**src/rtl/alu_issue.sv**
```systemverilog
`timescale 1ns/1ps
// alu_issue: execute-stage issue controller between decode and the ALU.
// Holds one decoded instruction in a slot for the FP unit's fixed latency,
// retires it with an n_stall pulse, tracks the write-back destination and
// discards an instruction accepted alongside a taken branch.
//
// Optional feature: define ALU_ISSUE_FWD_EN to forward the retiring ALU result
// (alu_fwd) and the registered write-back result (wb_res) into the operands
// of the instruction being accepted. Without it, operands always come from
// decode and a dependent instruction is held off by an id_ready interlock
// until the register file holds the value.
//
// Handshake (id_valid/id_ready): an instruction transfers on a rising edge
// where both are high; id_ready never depends on id_valid, and decode keeps
// all id_* fields stable while id_valid is high and id_ready is low.
//
// The FSM state is held in state_q (S_EMPTY / S_BUSY) for checkers to bind to.
module alu_issue (
  input  logic        clk,
  input  logic        rst_n,
  input  logic        id_valid,
  output logic        id_ready,
  input  logic [6:0]  id_aluctl,
  input  logic [6:0]  id_branch,
  input  logic [31:0] id_op1,
  input  logic [31:0] id_op2,
  input  logic [5:0]  id_rs1,
  input  logic [5:0]  id_rs2,
  input  logic        id_use_rs1,
  input  logic        id_use_rs2,
  input  logic [5:0]  id_rd,
  input  logic        id_we,
  input  logic        ex_hold,
  output logic [31:0] op1,
  output logic [31:0] op2,
  output logic [6:0]  aluctl,
  output logic [6:0]  dec_branch,
  output logic        n_stall,
  input  logic [31:0] alu_fwd,
  input  logic [31:0] wb_res,
  input  logic        flush,
  output logic        wb_valid,
  output logic        wb_we,
  output logic [5:0]  wb_rd
);

  // aluctl shown while the slot is empty: an encoding the ALU never executes.
  localparam logic [6:0] CTL_IDLE = 7'b0111011;

  typedef enum logic {
    S_EMPTY = 1'b0,
    S_BUSY  = 1'b1
  } state_t;

  state_t      state_q, state_d;
  logic [1:0]  cnt_q, cnt_d;
  logic [31:0] slot_op1, slot_op2;
  logic [6:0]  slot_ctl, slot_br;
  logic [5:0]  slot_rd;
  logic        slot_we;

  logic        busy;
  logic        retire;
  logic        accept;
  logic        load;
  logic        hazard;
  logic [31:0] src_op1, src_op2;

  // FP unit latency in cycles, decoded from the low six aluctl bits.
  function automatic logic [1:0] lat_of(input logic [5:0] c);
    logic [1:0] l;
    case (c)
      6'b010011:                                  l = 2'd3; // fdiv
      6'b010000, 6'b010001, 6'b010010, 6'b010100: l = 2'd2; // fadd fsub fmul fsqrt
      6'b010110, 6'b010111, 6'b011001, 6'b011010: l = 2'd1; // fmin fmax flt fle
      default:                                    l = 2'd0;
    endcase
    return l;
  endfunction

  assign busy   = (state_q == S_BUSY);
  assign retire = busy && (cnt_q == 2'd0) && !ex_hold;
  assign accept = id_valid && id_ready;

`ifdef ALU_ISSUE_FWD_EN
  // Operand source: retiring result first, then the write-back result, else decode.
  function automatic logic [31:0] fwd_pick(
    input logic [5:0]  rs,
    input logic        use_rs,
    input logic [31:0] reg_val,
    input logic        alu_en,
    input logic [5:0]  alu_rd,
    input logic [31:0] alu_val,
    input logic        wbk_en,
    input logic [5:0]  wbk_rd,
    input logic [31:0] wbk_val
  );
    logic [31:0] v;
    v = reg_val;
    if (use_rs && (rs != 6'd0)) begin
      if (alu_en && (rs == alu_rd))
        v = alu_val;
      else if (wbk_en && (rs == wbk_rd))
        v = wbk_val;
    end
    return v;
  endfunction

  assign src_op1 = fwd_pick(id_rs1, id_use_rs1, id_op1, retire && slot_we, slot_rd, alu_fwd,
                            wb_valid && wb_we, wb_rd, wb_res);
  assign src_op2 = fwd_pick(id_rs2, id_use_rs2, id_op2, retire && slot_we, slot_rd, alu_fwd,
                            wb_valid && wb_we, wb_rd, wb_res);
  assign hazard  = 1'b0;
`else
  // A used source register is still in flight in the slot or in write-back.
  function automatic logic src_hit(
    input logic [5:0] rs,
    input logic       use_rs,
    input logic       slot_en,
    input logic [5:0] s_rd,
    input logic       wbk_en,
    input logic [5:0] wbk_rd
  );
    return use_rs && (rs != 6'd0) &&
           ((slot_en && (rs == s_rd)) || (wbk_en && (rs == wbk_rd)));
  endfunction

  logic unused_fwd;

  assign src_op1    = id_op1;
  assign src_op2    = id_op2;
  assign hazard     = src_hit(id_rs1, id_use_rs1, busy && slot_we, slot_rd, wb_valid && wb_we, wb_rd) ||
                      src_hit(id_rs2, id_use_rs2, busy && slot_we, slot_rd, wb_valid && wb_we, wb_rd);
  assign unused_fwd = ^{alu_fwd, wb_res};
`endif

  assign id_ready = (!busy || retire) && !hazard;
  assign n_stall  = retire;

  // Next state: load on accept, count down the latency, drop the slot on retire.
  always_comb begin
    state_d = state_q;
    cnt_d   = cnt_q;
    load    = 1'b0;
    case (state_q)
      S_EMPTY: begin
        if (accept) begin
          state_d = S_BUSY;
          load    = 1'b1;
        end
      end
      S_BUSY: begin
        if (retire) begin
          // An instruction accepted with a taken branch is wrong-path: drop it.
          if (accept && !flush)
            load = 1'b1;
          else
            state_d = S_EMPTY;
        end else if (cnt_q != 2'd0) begin
          cnt_d = cnt_q - 2'd1;
        end
      end
      default: state_d = S_EMPTY;
    endcase
    if (load)
      cnt_d = lat_of(id_aluctl[5:0]);
  end

  // State and latency counter registers.
  always_ff @(posedge clk or negedge rst_n) begin
    if (!rst_n) begin
      state_q <= S_EMPTY;
      cnt_q   <= 2'd0;
    end else begin
      state_q <= state_d;
      cnt_q   <= cnt_d;
    end
  end

  // Slot payload, captured once per accepted instruction and held while busy.
  always_ff @(posedge clk or negedge rst_n) begin
    if (!rst_n) begin
      slot_op1 <= 32'd0;
      slot_op2 <= 32'd0;
      slot_ctl <= 7'd0;
      slot_br  <= 7'd0;
      slot_rd  <= 6'd0;
      slot_we  <= 1'b0;
    end else if (load) begin
      slot_op1 <= src_op1;
      slot_op2 <= src_op2;
      slot_ctl <= id_aluctl;
      slot_br  <= id_branch;
      slot_rd  <= id_rd;
      slot_we  <= id_we;
    end
  end

  // Write-back tracking: one cycle of wb_valid after each retire.
  always_ff @(posedge clk or negedge rst_n) begin
    if (!rst_n) begin
      wb_valid <= 1'b0;
      wb_we    <= 1'b0;
      wb_rd    <= 6'd0;
    end else begin
      wb_valid <= retire;
      if (retire) begin
        wb_rd <= slot_rd;
        wb_we <= slot_we;
      end
    end
  end

  // ALU-facing outputs: slot contents while busy, an inert instruction when empty.
  always_comb begin
    op1        = 32'd0;
    op2        = 32'd0;
    aluctl     = CTL_IDLE;
    dec_branch = 7'd0;
    if (busy) begin
      op1        = slot_op1;
      op2        = slot_op2;
      aluctl     = slot_ctl;
      dec_branch = slot_br;
    end
  end

endmodule

```
**config.mk**
```make
export PLATFORM = sky130hd
export DESIGN_NAME = alu_issue
export DESIGN_NICKNAME = d
export VERILOG_FILES = /design/src/rtl/alu_issue.sv
export SDC_FILE = /design/constraint.sdc
export NUM_CORES = 1
export LEC_CHECK = 0
export CAP_MARGIN = 15
export CORE_UTILIZATION = 43
export CTS_BUF_LIST = sky130_fd_sc_hd__clkbuf_4 sky130_fd_sc_hd__clkbuf_8
export CTS_CLUSTER_SIZE = 40
export DETAILED_ROUTE_END_ITERATION = 6
export PLACE_DENSITY = 0.95
export SYNTH_ARGS = -nofsm -noshare
export SYNTH_HDL_FRONTEND = slang
export SYNTH_SLANG_ARGS = --single-unit
```
**constraint.sdc**
```tcl
create_clock -name clk -period 5.65 [get_ports clk]
set_input_delay 1.13 -clock clk [delete_from_list [all_inputs] [get_ports clk]]
set_output_delay 1.13 -clock clk [all_outputs]
set_load 0.01 [all_outputs]
```
# ---- Yosys cells after proc, flatten, opt, wreduce, memory -nomap -nowiden
# Memory sizes are Yosys's and may differ from the RTL's.
# Index checks and enable logic that the tools add are counted.
dict set report word_totals {
  regBits 96
  elab_cells 64
  input_bits 168
  romBits 64
  out_inout_bits 88
  ram_bits 0
  n_memories 1
  latch_bits 0
}
# name depth width rd rd_ports_with_merged_regs wr line_no
set mem_list {}
lappend mem_list {{(no name shown)} 32 2 1 0 0 72} ;# case (c)
dict set report op_classes {
  multipliers 0
  bitwise 1
  div 0
  muxes 15
  shift 0
  eq_ne 5
  n_reduce_logical 30
  add_sub_neg 1
  order_cmp 0
}
# op count
set ops {}
lappend ops {{2-to-1 mux 32 bit} 2}
lappend ops {{equality test 6 bit} 4}
lappend ops {{logical AND 1 bit} 15}
lappend ops {{2-to-1 mux 7 bit} 2}
lappend ops {{nonzero test 6 bit} 2}
lappend ops {{2-to-1 mux 2 bit} 5}
lappend ops {{nonzero test 2 bit} 3}
lappend ops {{zero test 1 bit} 4}
lappend ops {{logical OR 1 bit} 4}
lappend ops {{2-to-1 mux 1 bit} 4}
lappend ops {{case mux 1 bit (2 select lines)} 2}
lappend ops {{AND reduction 3 bit} 1}
lappend ops {{zero test 2 bit} 1}
lappend ops {{!= test 2 x 1 -> 1 bit (second input constant)} 1}
lappend ops {{subtractor 2 x 1 -> 2 bit (second input constant)} 1}
lappend ops {{NOT 1 bit} 1}

# ---- Longest topological paths before layout
# Gate-level depths: netlist (run 1).
dict set report depth {
  depth_word 14
  depth_mapped 9
  depth_no_buf 7
}

# ---- Worst setup path after synthesis (run 1)
# OpenSTA, ideal clock, no wires.
dict set report synth_path {
  path_type {input port to output port}
  start {input port id_rs2[0]}
  end {output port id_ready}
  cell_stages 4
  required_time_ps 4520
  arrival_time_ps 2277
  slack_ps 2243
  path_buffers 0
  path_cell_list {or4_1 -> o31ai_2 -> o22ai_1 -> a21oi_1}
}
dict set report synth_between {
  elab_chain_len 7
  elab_cells_between_ends 11
  classes_between {eq/ne: 2; reduce/logical: 9}
}
# item line_no
set synth_lines {}
lappend synth_lines {{start: declaration} 28} ;# input logic [5:0] id_rs2,
lappend synth_lines {{equality test 6 bit} 125} ;# ((slot_en && (rs == s_rd)) || (wbk_en && (rs == wbk_rd)));
lappend synth_lines {{logical AND 1 bit} 125}
lappend synth_lines {{logical OR 1 bit} 125}
lappend synth_lines {{logical AND 1 bit (*)} 124} ;# return use_rs && (rs != 6'd0) &&
lappend synth_lines {{logical OR 1 bit (*)} 132} ;# assign hazard = src_hit(id_rs1, id_use_rs1, busy && slot_we, slot_rd, wb_valid && wb_we, wb_rd) ||
lappend synth_lines {{zero test 1 bit (*)} 137} ;# assign id_ready = (!busy || retire) && !hazard;
lappend synth_lines {{logical AND 1 bit (*)} 137}
lappend synth_lines {{end: declaration} 22} ;# output logic id_ready,
# Every way passes the cells marked *; elsewhere a longest branch is shown, timed or not.

# ---- Worst setup path in the final report (run 1)
dict set report layout_path {
  start {input port id_rs1[0]}
  end {output port id_ready}
}
dict set report layout_between {
  elab_chain_len 7
  elab_cells_between_ends 11
  classes_between {eq/ne: 2; reduce/logical: 9}
}
# item line_no
set layout_lines {}
lappend layout_lines {{start: declaration} 27} ;# input logic [5:0] id_rs1,
lappend layout_lines {{equality test 6 bit} 125}
lappend layout_lines {{logical AND 1 bit} 125}
lappend layout_lines {{logical OR 1 bit} 125}
lappend layout_lines {{logical AND 1 bit (*)} 124}
lappend layout_lines {{logical OR 1 bit (*)} 132}
lappend layout_lines {{zero test 1 bit (*)} 137}
lappend layout_lines {{logical AND 1 bit (*)} 137}
# Marked as above.

==> results of run 1 <==
-- cell usage in the layout, fill, tap and decap left out, drive strengths merged, types with 3 or more instances in the layout --
cell type,instances
mux2i,3
nor4,4
xor2,24
ha,3
nor3,4
clkdlybuf4s50,190
mux2,92
nand2,5
buf,5
clkbuf,13
inv,6
and2,74
bufinv,3
dfrtp,96
nand2b,6
-- power breakdown --
| part | total (W) | internal [W] | switching (W) |
|---|---|---|---|
| sequential | 0.00126 | 0.00103 | 0.000229 |
| clock | 0.000549 | 0.000322 | 0.000227 |
| combinational | 0.00187 | 0.00118 | 0.000689 |
-- cell families after synthesis --
logic type | count (synthesis) | synth area share (%)
AO/OA/AOI/OAI | 13 | 2.26
XOR/XNOR | 25 | 4.76
adder cells (fa/ha/maj) | 3 | 0.816
buffers and inverters | 25 | 2.83
flip-flops | 96 | 52.2
multiplexers | 95 | 23.8
AND/OR/NAND/NOR | 100 | 13.3
-- cell type report --
class,count,area (µm²)
Clock inverter,3,90.1
Timing Repair Buffer,195,1940
Sequential cell,96,2400
Clock buffer,13,160
Fill cell,772,3500
Tap cell,136,170
Multi-Input combinational cell,236,2080
Inverter,6,22.5
-- sequential cells by signal (all words and copies together), names as in the netlist --
name / flops
cnt_q: 2
slot_br: 7
slot_op1: 32
wb_rd: 6
wb_we: 1
wb_valid: 1
slot_op2: 32
busy: 1
slot_ctl: 7
slot_we: 1
slot_rd: 6
-- critical path: stages --
cell	delay, ns
clkdlybuf4s50_1	0.48
or4_1	0.59
o31ai_2	0.35
o22ai_1	0.16
a21oi_1	0.16
clkdlybuf4s50_1	0.56
-- per-layer routing --
| metal | share of wire [%] | up-vias |
|---|---|---|
| met4 | 2.4 | 0 |
| met5 | 0 | - |
| met1 | 41 | 1648 |
| li1 | - | 1573 |
| met3 | 5.9 | 22 |
| met2 | 51 | 120 |
-- through the flow --
stage / hold WS [ns] / total power [W]
3_5_place_dp: 0.473 / 0.00316
4_1_cts: 0.492 / 0.00372
2_1_floorplan: 0.455 / 0.00217
6_report: 0.489 / 0.00368
3_3_place_gp: 0.466 / 0.00307
5_1_grt: 0.507 / 0.00390
-- worst max-delay path by stage --
stage               cells past startpoint        to  slack [ns]       from
floorplan                               4  id_ready        2.24  id_rs2[0]
global placement                        6  id_ready        1.15  id_rs2[0]
detailed placement                      6  id_ready        1.09  id_rs1[0]
CTS                                     6  id_ready        1.09  id_rs1[0]
global route                            6  id_ready        1.00  id_rs2[0]
finish                                  6  id_ready        1.08  id_rs1[0]
==> impl_results.md, run 1 <==
- FF-to-FF End: slot_op2[16]$_DFFE_PN0P_
- IO Count: 256
- Mean Syn Cell Area: 12.9 µm²
- Post-Syn Instances: 357
- N_diodes: 0
- Top FF cell, synth: dfrtp_1
- Antenna violations before repair: 0
- Num CTS Buffers: 9
- CTS resizes: 0
- RSZ-0062 raised after global routing: false
- Critical Path Sink Type: output port
- CTS H-tree depth: 3
- Post-synthesis net count: 528
- Share of flip-flops with an asynchronous set or reset: 100%
- FMAX: 219 MHz
- Class of the worst hold path: flip-flop to flip-flop
- Final core occ: 66.2%
- Via count: 3363
- Pre-CTS setup slack: 1.09 ns
- Worst endpoint required time: 4.52 ns
- Drt first pass iters: 4
- Yosys top cell area share: 52.2%
- R2R depth: 7
- Cell area after placement: 6620 µm²
- PortBufs: 191
- Synthesized area: 4600 µm²
- Area Overhead vs Synth: 49.2%
- Max Cap Viol: 0
- Die span in x: 105 µm
- Post-synth top area cell: dfrtp_1
- Final Hold Viols: 0
- Total congestion overflow: 0
- Synth cell types: 30
- Largest net degree at the start of global routing: 56
- Yosys warning total: 0
- Vias in the first global route: 3597
- Slew margin rel.: 54.3%
- Vias per Instance: 4.91
- Post-DRT Antenna Nets: 0
- TritonCTS Sinks: 96
- CTS tree: built
- Synth top cells by count: 96 x dfrtp_1, 74 x and2_1, 49 x mux2_2, 35 x mux2_1, 24 x xor2_1
- First-pass GRT wire length: 17.9 mm
- Peak supply drop: 339 µV
- Setup TNS: 0 ns
- Share of post-route cells with drive strength above 1: 14.9%
- # rows: 37
- Worst EP arrival: 3.44 ns
- DRC viols: 0
- Initial Util: 44.4%
- Hold endpoint: slot_ctl[0]$_DFFE_PN0P_
- Status: completed
- Worst Hold Depth: 1
- Pleak: 2.92 nW
- Post-CTS Hold Buffers: 0
- Met3 usage: 4.51%
- Die footprint: 11100 µm²
- Post-CTS Setup Inserts: 0
- Drt total wl: 11.1 mm
- Routed length per instance: 16.2 µm
- Die H: 105 µm
- EDFF count, synth: 0
- Placed cell count: 669
- Final Max Slew Viols: 0
- Clock Skew: 0.00993 ns
- Critical-path maximum fanout: 3
- DRT iter0 DRCs: 89
- Hold Startpoint: slot_ctl[0]$_DFFE_PN0P_
- Slew @ Worst Pin: 0.686 ns
- Non-filler cells, final: 685
- Largest buffer count on any clock path: 2
- Most common cell in the synthesized netlist: dfrtp_1
- Met1 GRT Util: 23.8%
- R2R Setup Slk: 2.46 ns
- Nets@finish: 715
- CTS root buf: clkbuf_8
- Grt met2 use: 36.4%
- Worst setup path category: input pin to output port
- Fin crit share: 80.8%
- R2r startpoint: busy$_DFF_PN0_
- Total core area: 10400 µm²
- Largest cells by area after synthesis: dfrtp_1 52%, mux2_2 12%, and2_1 10%
- Detailed Place HPWL: 8.24 mm
- Global-route usage over all layers: 20.6%
- Clock transition at the registers of the reported paths: 0.08 ns
- Sequential-to-total area share from yosys stat: 52.2%
- Period minus WS final: 4.57 ns
- Most used routing layer: met2
- PwrDens: 536 nW/µm²
- Register bit total from synthesis: 96
- Final setup margin: 1.08 ns
- Setup crit start kind: input pin
- Final setup violation count: 0
- Clock Latency Late Sink: 0.36 ns
- Gp weighted congestion: 0.832
- Final instance area: 6870 µm²
Note: power is estimated with default switching activity, not from simulation.
==> run 2, diff against run 1 <==
Settings changed: CORE_UTILIZATION 43 to 40.
Clock period 5.65 ns to 4.5 ns, I/O delays scaled along.
==> run 2 against run 1 <==
Non-clock buffer count unchanged. Die area increased by 7.4%. Final cell count increased by 0.58%. Via count is 0.12% higher. Largest cell class unchanged. Register-to-register slack got worse by 0.70 ns. Routed wire length rose by 0.83%. Largest power group unchanged. Sequential cell count unchanged. Combinational power is 27% higher. Critical path depth is the same. Global-route usage fell by 1.8 points. Setup slack worse by 0.72 ns. Sequential share of layout area decreased by 0.11 points.
==> impl_results.md, run 2 (synthesis gave the netlist of run 1 again) <==
- Leading cell type in the layout, fill and taps excluded: clkdlybuf4s50_1 (unchanged)
- Worst setup path category: input pin to output port (unchanged)
- Setup TNS: 0 ns (unchanged)
- Pleak: 2.92 nW (about the same)
- TritonCTS Sinks: 96 (unchanged)
- PwrDens: 673 nW/µm² (was 536 nW/µm²)
- Drt first pass iters: 4 (unchanged)
- Drt total wl: 11.2 mm (was 11.1 mm)
- Routed length per instance: 16.2 µm (about the same)
- Slowest-stage cell, CP: or4_1 (unchanged)
- Peak supply drop: 395 µV (was 339 µV)
- RSZ-0062 raised after global routing: false (unchanged)
- Most used routing layer: met2 (unchanged)
- Clock transition at the registers of the reported paths: 0.09 ns (was 0.08 ns)
- Clock Latency Late Sink: 0.35 ns (was 0.36 ns)
- Share of post-route cells with drive strength above 1: 14.9% (unchanged)
- Cell area after placement: 6630 µm² (was 6620 µm²)
- Final Max Slew Viols: 0 (unchanged)
- Setup crit start kind: input pin (unchanged)
- Num CTS Buffers: 9 (unchanged)
- Die span in x: 109 µm (was 105 µm)
- Layout fillers: 854 (was 772)
- Global-route usage over all layers: 18.8% (was 20.6%)
- Final core occ: 62.4% (was 66.2%)
- Worst endpoint required time: 3.60 ns (was 4.52 ns)
- Met1 GRT Util: 20.4% (was 23.8%)
- Hold Worst Slack: 0.486 ns (was 0.489 ns)
- Gp weighted congestion: 0.879 (was 0.832)
- Top Registers: slot_op1: 32 flops, slot_op2: 32 flops (unchanged)
- Post-CTS Setup Inserts: 0 (unchanged)
- Nets@finish: 715 (unchanged)
- CTS tree: built (unchanged)
- Fin crit share: 92.0%
- Area Overhead vs Synth: 49.7% (was 49.2%)
- Class of the worst hold path: flip-flop to flip-flop (unchanged)
- Worst EP arrival: 3.24 ns (was 3.44 ns)
- Status: completed (unchanged)
- N_diodes: 0 (unchanged)
- Largest net degree at the start of global routing: 88 (was 56)
- DRT iter0 DRCs: 138 (was 89)
- IO Count: 256 (unchanged)
- Overall power: 0.00463 W (was 0.00368 W)
- Die H: 109 µm (was 105 µm)
- Total core area: 11000 µm² (was 10400 µm²)
- DRC viols: 0 (unchanged)
- Period minus WS final: 4.14 ns
- Critical-path maximum fanout: 3 (unchanged)
- CP bufs+invs: 2 (unchanged)
- First-pass GRT wire length: 17.2 mm (was 17.9 mm)
- Die footprint: 11900 µm² (was 11100 µm²)
- Most used cell, CP: clkdlybuf4s50_1 (unchanged)
- Antenna violations before repair: 0 (unchanged)
- Post-DRT Antenna Nets: 0 (unchanged)
- CP peak stage delay: 0.57 ns (was 0.59 ns)
- CP top delay family: buffers and inverters (unchanged)
- Clock Skew: 0.00883 ns (was 0.00993 ns)
- Detailed Place HPWL: 8.32 mm (was 8.24 mm)
- Met3 usage: 4.12% (was 4.51%)
- CTS root buf: clkbuf_8 (unchanged)
- CTS H-tree depth: 3 (unchanged)
- Initial Util: 41.7% (was 44.4%)
- PortBufs: 191 (unchanged)
- Vias per Instance: 4.89 (was 4.91)
- Total congestion overflow: 0 (unchanged)
- Final instance area: 6890 µm² (was 6870 µm²)
- Final Hold Viols: 0 (unchanged)
- Max Cap Viol: 0 (unchanged)
- CTS resizes: 0 (unchanged)
- Commonest non-fill, non-tap cells in the layout: 190 x clkdlybuf4s50_1, 95 x dfrtp_1, 74 x and2_1, 49 x mux2_2, 35 x mux2_1 (unchanged)
- Slew @ Worst Pin: 0.681 ns (was 0.686 ns)
- Slew margin rel.: 54.6% (was 54.3%)
- Vias in the first global route: 3643 (was 3597)
- Critical Path Sink Type: output port (unchanged)
- FMAX: 241 MHz
- Via count: 3367 (was 3363)
- Largest buffer count on any clock path: 2 (unchanged)
- Post-CTS Hold Buffers: 0 (unchanged)
- Final setup violation count: 0 (unchanged)
- Grt met2 use: 34.9% (was 36.4%)
- # rows: 38 (was 37)
- Crit path cell chain: clkdlybuf4s50_1, or4_1, o31ai_2, o22ai_1, a21oi_1, clkdlybuf4s50_1 (unchanged)
## run 2: cell types whose count changed in the layout (fill, tap and decap cells not counted)
cell,delta
clkbuf_4,-3
buf_12,+1
buf_4,-1
clkbuf_8,+1
clkinv_2,+1
clkinvlp_4,+1
## run 2: routing by layer
metal  vias to the layer above  routed length, µm
met5                         -                  0
met4                         0                239
met3                        20                742
met2                       127               5930
met1                      1645               4250
li1                       1575                  -
## run 2: final timing paths
kind,slack (ns),depth (start not counted),to,startpoint
hold reg to reg,0.49,1,slot_ctl[0]$_DFFE_PN0P_,slot_ctl[0]$_DFFE_PN0P_
min in group asynchronous,0.58,1,slot_ctl[0]$_DFFE_PN0P_,rst_n
hold / removal,0.49,1,slot_ctl[0]$_DFFE_PN0P_,slot_ctl[0]$_DFFE_PN0P_
setup / recovery,0.36,6,id_ready,id_rs2[0]
max in group asynchronous,2.91,2,slot_op2[15]$_DFFE_PN0P_,rst_n
setup reg to reg,1.76,8,slot_op2[16]$_DFFE_PN0P_,busy$_DFF_PN0_
## run 2: worst register-to-register path: cells and delay by family (launching register included)
kind	cells	cell delay (ns)
buf+inv	3	0.93
compound gates	2	0.26
mux	1	0.42
flops	1	0.70
simple gates	2	0.33
## run 2: where the power goes
part           internal (W)  switching [W]  total, W
Combinational       0.00149       0.000884   0.00237
Clock              0.000399       0.000287  0.000686
Sequential          0.00130       0.000277   0.00158
## run 2: layout make-up
class	count	area (µm²)	share of cell area, %
sequential	96	2400	34.9
inverter	6	22.5	0.327
multi-input combinational	236	2080	30.2
clock buffer	11	151	2.20
tap	140	175	2.54
timing repair buffer	195	1950	28.3
clock inverter	5	103	1.49
## run 2: stage by stage
stage,instances,setup slack [ns]
after floorplan,357,1.55
after global placement,673,0.460
after detailed placement,673,0.370
after CTS,689,0.362
after global routing,689,0.285
final,689,0.359
==> variant 1 (settings of run 2) <==
Reset style: synchronous (`rst_n`), changed in 3 clocked blocks.
--- a/src/rtl/alu_issue.sv
+++ b/src/rtl/alu_issue.sv
@@ -167,7 +167,7 @@
   end
 
   // State and latency counter registers.
-  always_ff @(posedge clk or negedge rst_n) begin
+  always_ff @(posedge clk) begin
     if (!rst_n) begin
       state_q <= S_EMPTY;
       cnt_q   <= 2'd0;
@@ -178,7 +178,7 @@
   end
 
   // Slot payload, captured once per accepted instruction and held while busy.
-  always_ff @(posedge clk or negedge rst_n) begin
+  always_ff @(posedge clk) begin
     if (!rst_n) begin
       slot_op1 <= 32'd0;
       slot_op2 <= 32'd0;
@@ -197,7 +197,7 @@
   end
 
   // Write-back tracking: one cycle of wb_valid after each retire.
-  always_ff @(posedge clk or negedge rst_n) begin
+  always_ff @(posedge clk) begin
     if (!rst_n) begin
       wb_valid <= 1'b0;
       wb_we    <= 1'b0;
Function: differs if rst_n is asserted again (counterexample within 4 cycles, from zero or initial values and one cycle with rst_n low); with rst_n held inactive, the same outputs for 10 cycles.
==> variant 1 against run 2 <==
  * Highest routed layer unchanged
  * Global-route usage decreased by 0.29 points
  * Fmax increased by 6.9%
  * Final area increased by 0.29%
  * Synthesized area increased by 3.1%
  * Setup slack improved by 0.27 ns
  * Utilization decreased by 2.2 points
  * First-iteration DRC count increased by 20%
  * Critical path type unchanged
  * Critical endpoint unchanged
  * Sequential cell count unchanged
  * Routed wire length increased by 4.1%
  * Register-to-register slack improved by 0.16 ns
  * Synthesized cell count increased by 55%
Power is not compared: it rests on default switching activity, and its combinational part moved more than twofold at a synthesized area within 25%.
==> variant 1: results (changes against run 2) <==
first-pass GRT wire length=18.7 mm (was 17.2 mm); Signal buffers=196 (was 195); hold slack=0.454 ns (was 0.486 ns); Post-synth ARST share=0% (was 100%); synth-to-layout area growth=45.6% (was 49.7%); Yosys warnings=0 (unchanged); Worst R2R Start=busy (unchanged); Clock Pin Slew Worst Setup and Hold Paths=approximately 0.08 ns; worst slack, placed=0.630 ns (was 0.370 ns); DRT iter0 DRCs=166 (was 138); top cells by count, synth=175 x nand2_1, 96 x dfxtp_1, 95 x mux2i_1, 74 x and2_1, 30 x clkbuf_1 (was 96 x dfrtp_1, 74 x and2_1, 49 x mux2_2, 35 x mux2_1, 24 x xor2_1); Clock-cell share=2.99% (was 3.69%); reg-to-reg slack, setup=1.92 ns (was 1.76 ns); vias in the first global route=3938 (was 3643); final WL=11.6 mm (was 11.2 mm); CP max FO=3 (unchanged); leakage power=a little under 3 nW; TritonCTS buffer count=9 (unchanged); Primary FF master, synth=dfxtp_1 (was dfrtp_1); multi-input gates=412 (was 236); layout cells sized above 1=3.58% (was 14.9%); seq_cells=96 (unchanged); dpl cell area=6700 um^2 (was 6630 um^2); syn nets=726 (was 528); crit share post-route=86.1% (was 92.0%); vias post-DR=4138 (was 3367); WP data arrival=2.98 ns (was 3.24 ns); post-synthesis instance total=555 (was 357); Reg area=1920 um^2 (was 2400 um^2); Post-CTS Resized=0 (unchanged); # fillers=964 (was 854); placed insts=854 (was 673); dpl hpwl=8.10 mm (was 8.32 mm); All-Layer GR Usage=18.5% (was 18.8%); hold_sp=slot_ctl[5] (was slot_ctl[0]); skew final=0.0124 ns (was 0.00883 ns); Inverters, non-clock=7 (was 6); multi-input logic area=2590 um^2 (was 2080 um^2); Hold Path End=slot_ctl[5] (was slot_ctl[0]); synth top area cells=dfxtp_1 41%, mux2i_1 20%, nand2_1 14% (was dfrtp_1 52%, mux2_2 12%, and2_1 10%); Top Registers=slot_op1: 32 flops, slot_op2: 32 flops (unchanged); Row Count=39 (was 38); length in cells of the worst reg-to-reg path=7 (was 8); Net Switching=0.482 mW; Final #Nets=893 (was 715); hold path depth=2 (was 1); Netlist cell types=29 (was 30); RePlAce Congestion=0.905 (was 0.879); min-delay worst type=flop to flop (unchanged); Slew headroom=49.8% (was 54.6%); clock buffer count=13 (was 11); Non-Filler Instances=870 (was 689); status=finished, final reports clean (unchanged); post-synthesis sequential area ratio=40.5% (was 52.2%); worst reg2reg endpoint=slot_rd[5] (was slot_op2[16]); Non-clock buffering overhead=28.7% (was 28.3%); largest net degree at the start of global routing=103 (was 88); Max Cap Viol=0 (unchanged)
-- variant 1: changes by cell type after synthesis, moves of 7 or more --
cell and change:
mux2_2 -49, dfrtp_1 -96, clkbuf_1 +20, buf_4 +7
mux2_1 -35, dfxtp_1 +96, mux2i_1 +92, mux2_4 -8
nand2_1 +170, nor2_1 +8
-- variant 1: worst max path at each step --
stage	start	cells past startpoint	to
floorplan	id_rs2[0]	4	id_ready
global placement	id_rs2[0]	6	id_ready
global route	id_rs2[1]	6	id_ready
finish	id_rs2[0]	6	id_ready
detailed placement	id_rs2[0]	6	id_ready
CTS	id_rs2[0]	6	id_ready
-- variant 1: logic make-up (layout without fill, tap and decap cells) --
kind of cell	Yosys count	in the layout	share of synthesized area, %
flip-flops	96	96	40.5
multiplexers	95	95	20.1
XOR/XNOR	25	25	4.62
AND/OR/NAND/NOR	278	278	27.0
AO/OA/AOI/OAI	11	11	1.87
adder cells (fa/ha/maj)	3	3	0.792
buffers and inverters	47	219	5.09
-- variant 1: power groups by stage --
stage          Combinational (mW)  Sequential (mW)  Clock (mW)
6_report                    0.379            0.943       0.582
5_1_grt                     0.411            0.952       0.639
4_1_cts                     0.383            0.943       0.607
3_5_place_dp                0.381            0.963           0
3_3_place_gp                0.373            0.961           0
2_1_floorplan               0.211            0.948           0
-- variant 1: critical path: stages --
cell and delay (ns):
clkdlybuf4s50_1 0.47, or4_1 0.57, o31ai_2 0.26, o22ai_1 0.11, nor2_1 0.11, clkdlybuf4s50_1 0.54
-- variant 1: per-layer routing --
layer  vias up  GRT usage, %  part of all wire (%)
met4         0          6.13                   1.8
met1      1898          21.0                    42
li1       2108             -                     -
met5         -             0                     0
met2       114          32.9                    50
met3        18          5.80                   6.4
==> variant 2 (flow settings as in run 2) <==
Without the edit above. The option `ALU_ISSUE_FWD_EN` is turned on by a define.
--- a/src/rtl/alu_issue.sv
+++ b/src/rtl/alu_issue.sv
@@ -15,6 +15,8 @@
 // all id_* fields stable while id_valid is high and id_ready is low.
 //
 // The FSM state is held in state_q (S_EMPTY / S_BUSY) for checkers to bind to.
+`define ALU_ISSUE_FWD_EN
+
 module alu_issue (
   input  logic        clk,
   input  logic        rst_n,
Function: changed (a bounded check fails within 4 cycles, from zero or initial values and one cycle with rst_n low).
==> variant 2 against run 2 <==
  * The run now ends with DRC left
  * Power up 4.0%
  * Routed wire length grew 110%
  * Setup slack better by 0.86 ns
  * Sequential cell count stayed put
  * Clock skew up 0.0051 ns
  * Via count rose by 95%
  * Final area increased by 29%
  * Fmax rose by 26%
  * Global-route usage increased by 10 points
  * Synthesized area rose by 32%
  * Hold slack better by 0.020 ns
==> variant 2: results (changes against run 2) <==
status=finished, violations left (was finished, final reports clean); failing checks=DRC; dpl cell area=8710 um^2 (was 6630 um^2); hold_sp=slot_ctl[5] (was slot_ctl[0]); min-delay worst type=flop to flop (unchanged); Post-synth ARST share=100% (unchanged); Net Switching=1.81 mW (was 1.45 mW); Post-CTS Resized=0 (unchanged); largest net degree at the start of global routing=80 (was 88); reg-to-reg slack, setup=1.62 ns (was 1.76 ns); drt drc=19 (was 0); RePlAce Congestion=0.929 (was 0.879); syn nets=817 (was 528); Worst-Skew Late Latency=0.39 ns (was 0.35 ns); post-synthesis sequential area ratio=39.5% (was 52.2%); vias in the first global route=6742 (was 3643); routed len/inst=21.9 um (was 16.2 um); DRT iter0 DRCs=698 (was 138); hold path depth=1 (unchanged); Root Driver=clkbuf_8 (unchanged); Primary FF master, synth=dfrtp_1 (unchanged); skew final=0.0139 ns (was 0.00883 ns); worst-margin pin slew=1.09 ns (was 0.681 ns); # H-tree levels=3 (unchanged); layout cells sized above 1=9.80% (was 14.9%); number of port buffers=255 (was 191); WP data arrival=2.38 ns (was 3.24 ns); Final #Nets=1033 (was 715); Clock Pin Slew Worst Setup and Hold Paths=0.09 ns (about the same); Hold Path End=slot_ctl[5] (was slot_ctl[0]); Yosys warnings=0 (unchanged); top cells by count, synth=96 x dfrtp_1, 75 x and2_1, 64 x a221oi_1, 64 x a22oi_1, 36 x o21ai_1 (was 96 x dfrtp_1, 74 x and2_1, 49 x mux2_2, 35 x mux2_1, 24 x xor2_1); synth top area cells=dfrtp_1 39%, a221oi_1 9.2%, a22oi_1 7.9% (was dfrtp_1 52%, mux2_2 12%, and2_1 10%); Non-Filler Instances=1051 (was 689); first-pass GRT wire length=35.9 mm (was 17.2 mm); CTS Buffer Depth=2 (unchanged); initial antenna violation count=0 (unchanged); worst reg2reg endpoint=slot_op1[27] (was slot_op2[16]); Antenna diodes=0 (unchanged); Netlist cell types=42 (was 30); All-Layer GR Usage=29.2% (was 18.8%); DRT Pass-1 Iters=7 (was 4); length in cells of the worst reg-to-reg path=6 (was 8); dpl hpwl=15.7 mm (was 8.32 mm); VDD IR max=0.447 mV (was 0.395 mV); CP max FO=47 (was 3); Avg Inst Size Synth=9.42 um^2 (was 12.9 um^2); Vias per Instance=6.26 (was 4.89); leakage power=3.61 nW (was 2.92 nW)
## variant 2: layout make-up
cell class / instances / area (um^2)
fillers: 1229 / 5790
multi-input cells: 479 / 3370
repair buffers: 270 / 2680
flip-flops and latches: 96 / 2400
well taps: 184 / 230
clock buffers: 10 / 138
clock inverters: 6 / 58.8
inverters: 6 / 27.5
## variant 2: power groups by stage
stage	Clock, mW	Sequential (mW)	Combinational [mW]
after floorplan	0	1.46	1.40
after global placement	0	1.56	2.57
after detailed placement	0	1.57	2.64
after CTS	0.604	1.55	2.65
after global routing	0.635	1.61	2.83
final	0.596	1.57	2.65
## variant 2: worst max-delay path by stage
stage | from | endpoint | cells past startpoint
after global placement | id_rs1[3] | slot_op1[31] | 7
final | busy | op1[11] | 3
after CTS | busy | op1[11] | 3
after floorplan | ex_hold | slot_op1[10] | 8
after detailed placement | id_rs1[3] | slot_op1[6] | 7
after global routing | busy | op1[11] | 3
## variant 2: kinds of logic (layout without fill, tap and decap cells)
kind of cell             after synthesis  count (layout)  synth area share (%)
AND/OR/NAND/NOR                      193             193                  19.2
buffers and inverters                 71             292                  5.73
flip-flops                            96              96                  39.5
XOR/XNOR                              24              24                  3.45
AO/OA/AOI/OAI                        238             238                  27.7
multiplexers                          21              21                  3.86
adder cells (fa/ha/maj)                3               3                 0.617
## variant 2: metal layers
layer	vias up	track usage [%]	share of wire, %	wire length, um
met5	-	0	0	0
met4	0	12.4	3.5	818
met3	84	9.11	11	2610
met2	503	48.7	48	11100
met1	3121	34.7	37	8550
li1	2871	-	-	-
## variant 2: through the flow
stage                     setup slack [ns]  hold slack (ns)
final                                 1.22            0.507
after global routing                  1.05            0.521
after CTS                             1.19            0.508
after detailed placement             0.990            0.485
after global placement                1.10            0.454
after floorplan                       2.15            0.441
## variant 2: critical path, stage by stage (launching register included)
cell             delay (ns)
dfrtp_2                0.75
buf_4                  0.47
and2_1                 0.23
clkdlybuf4s50_1        0.54
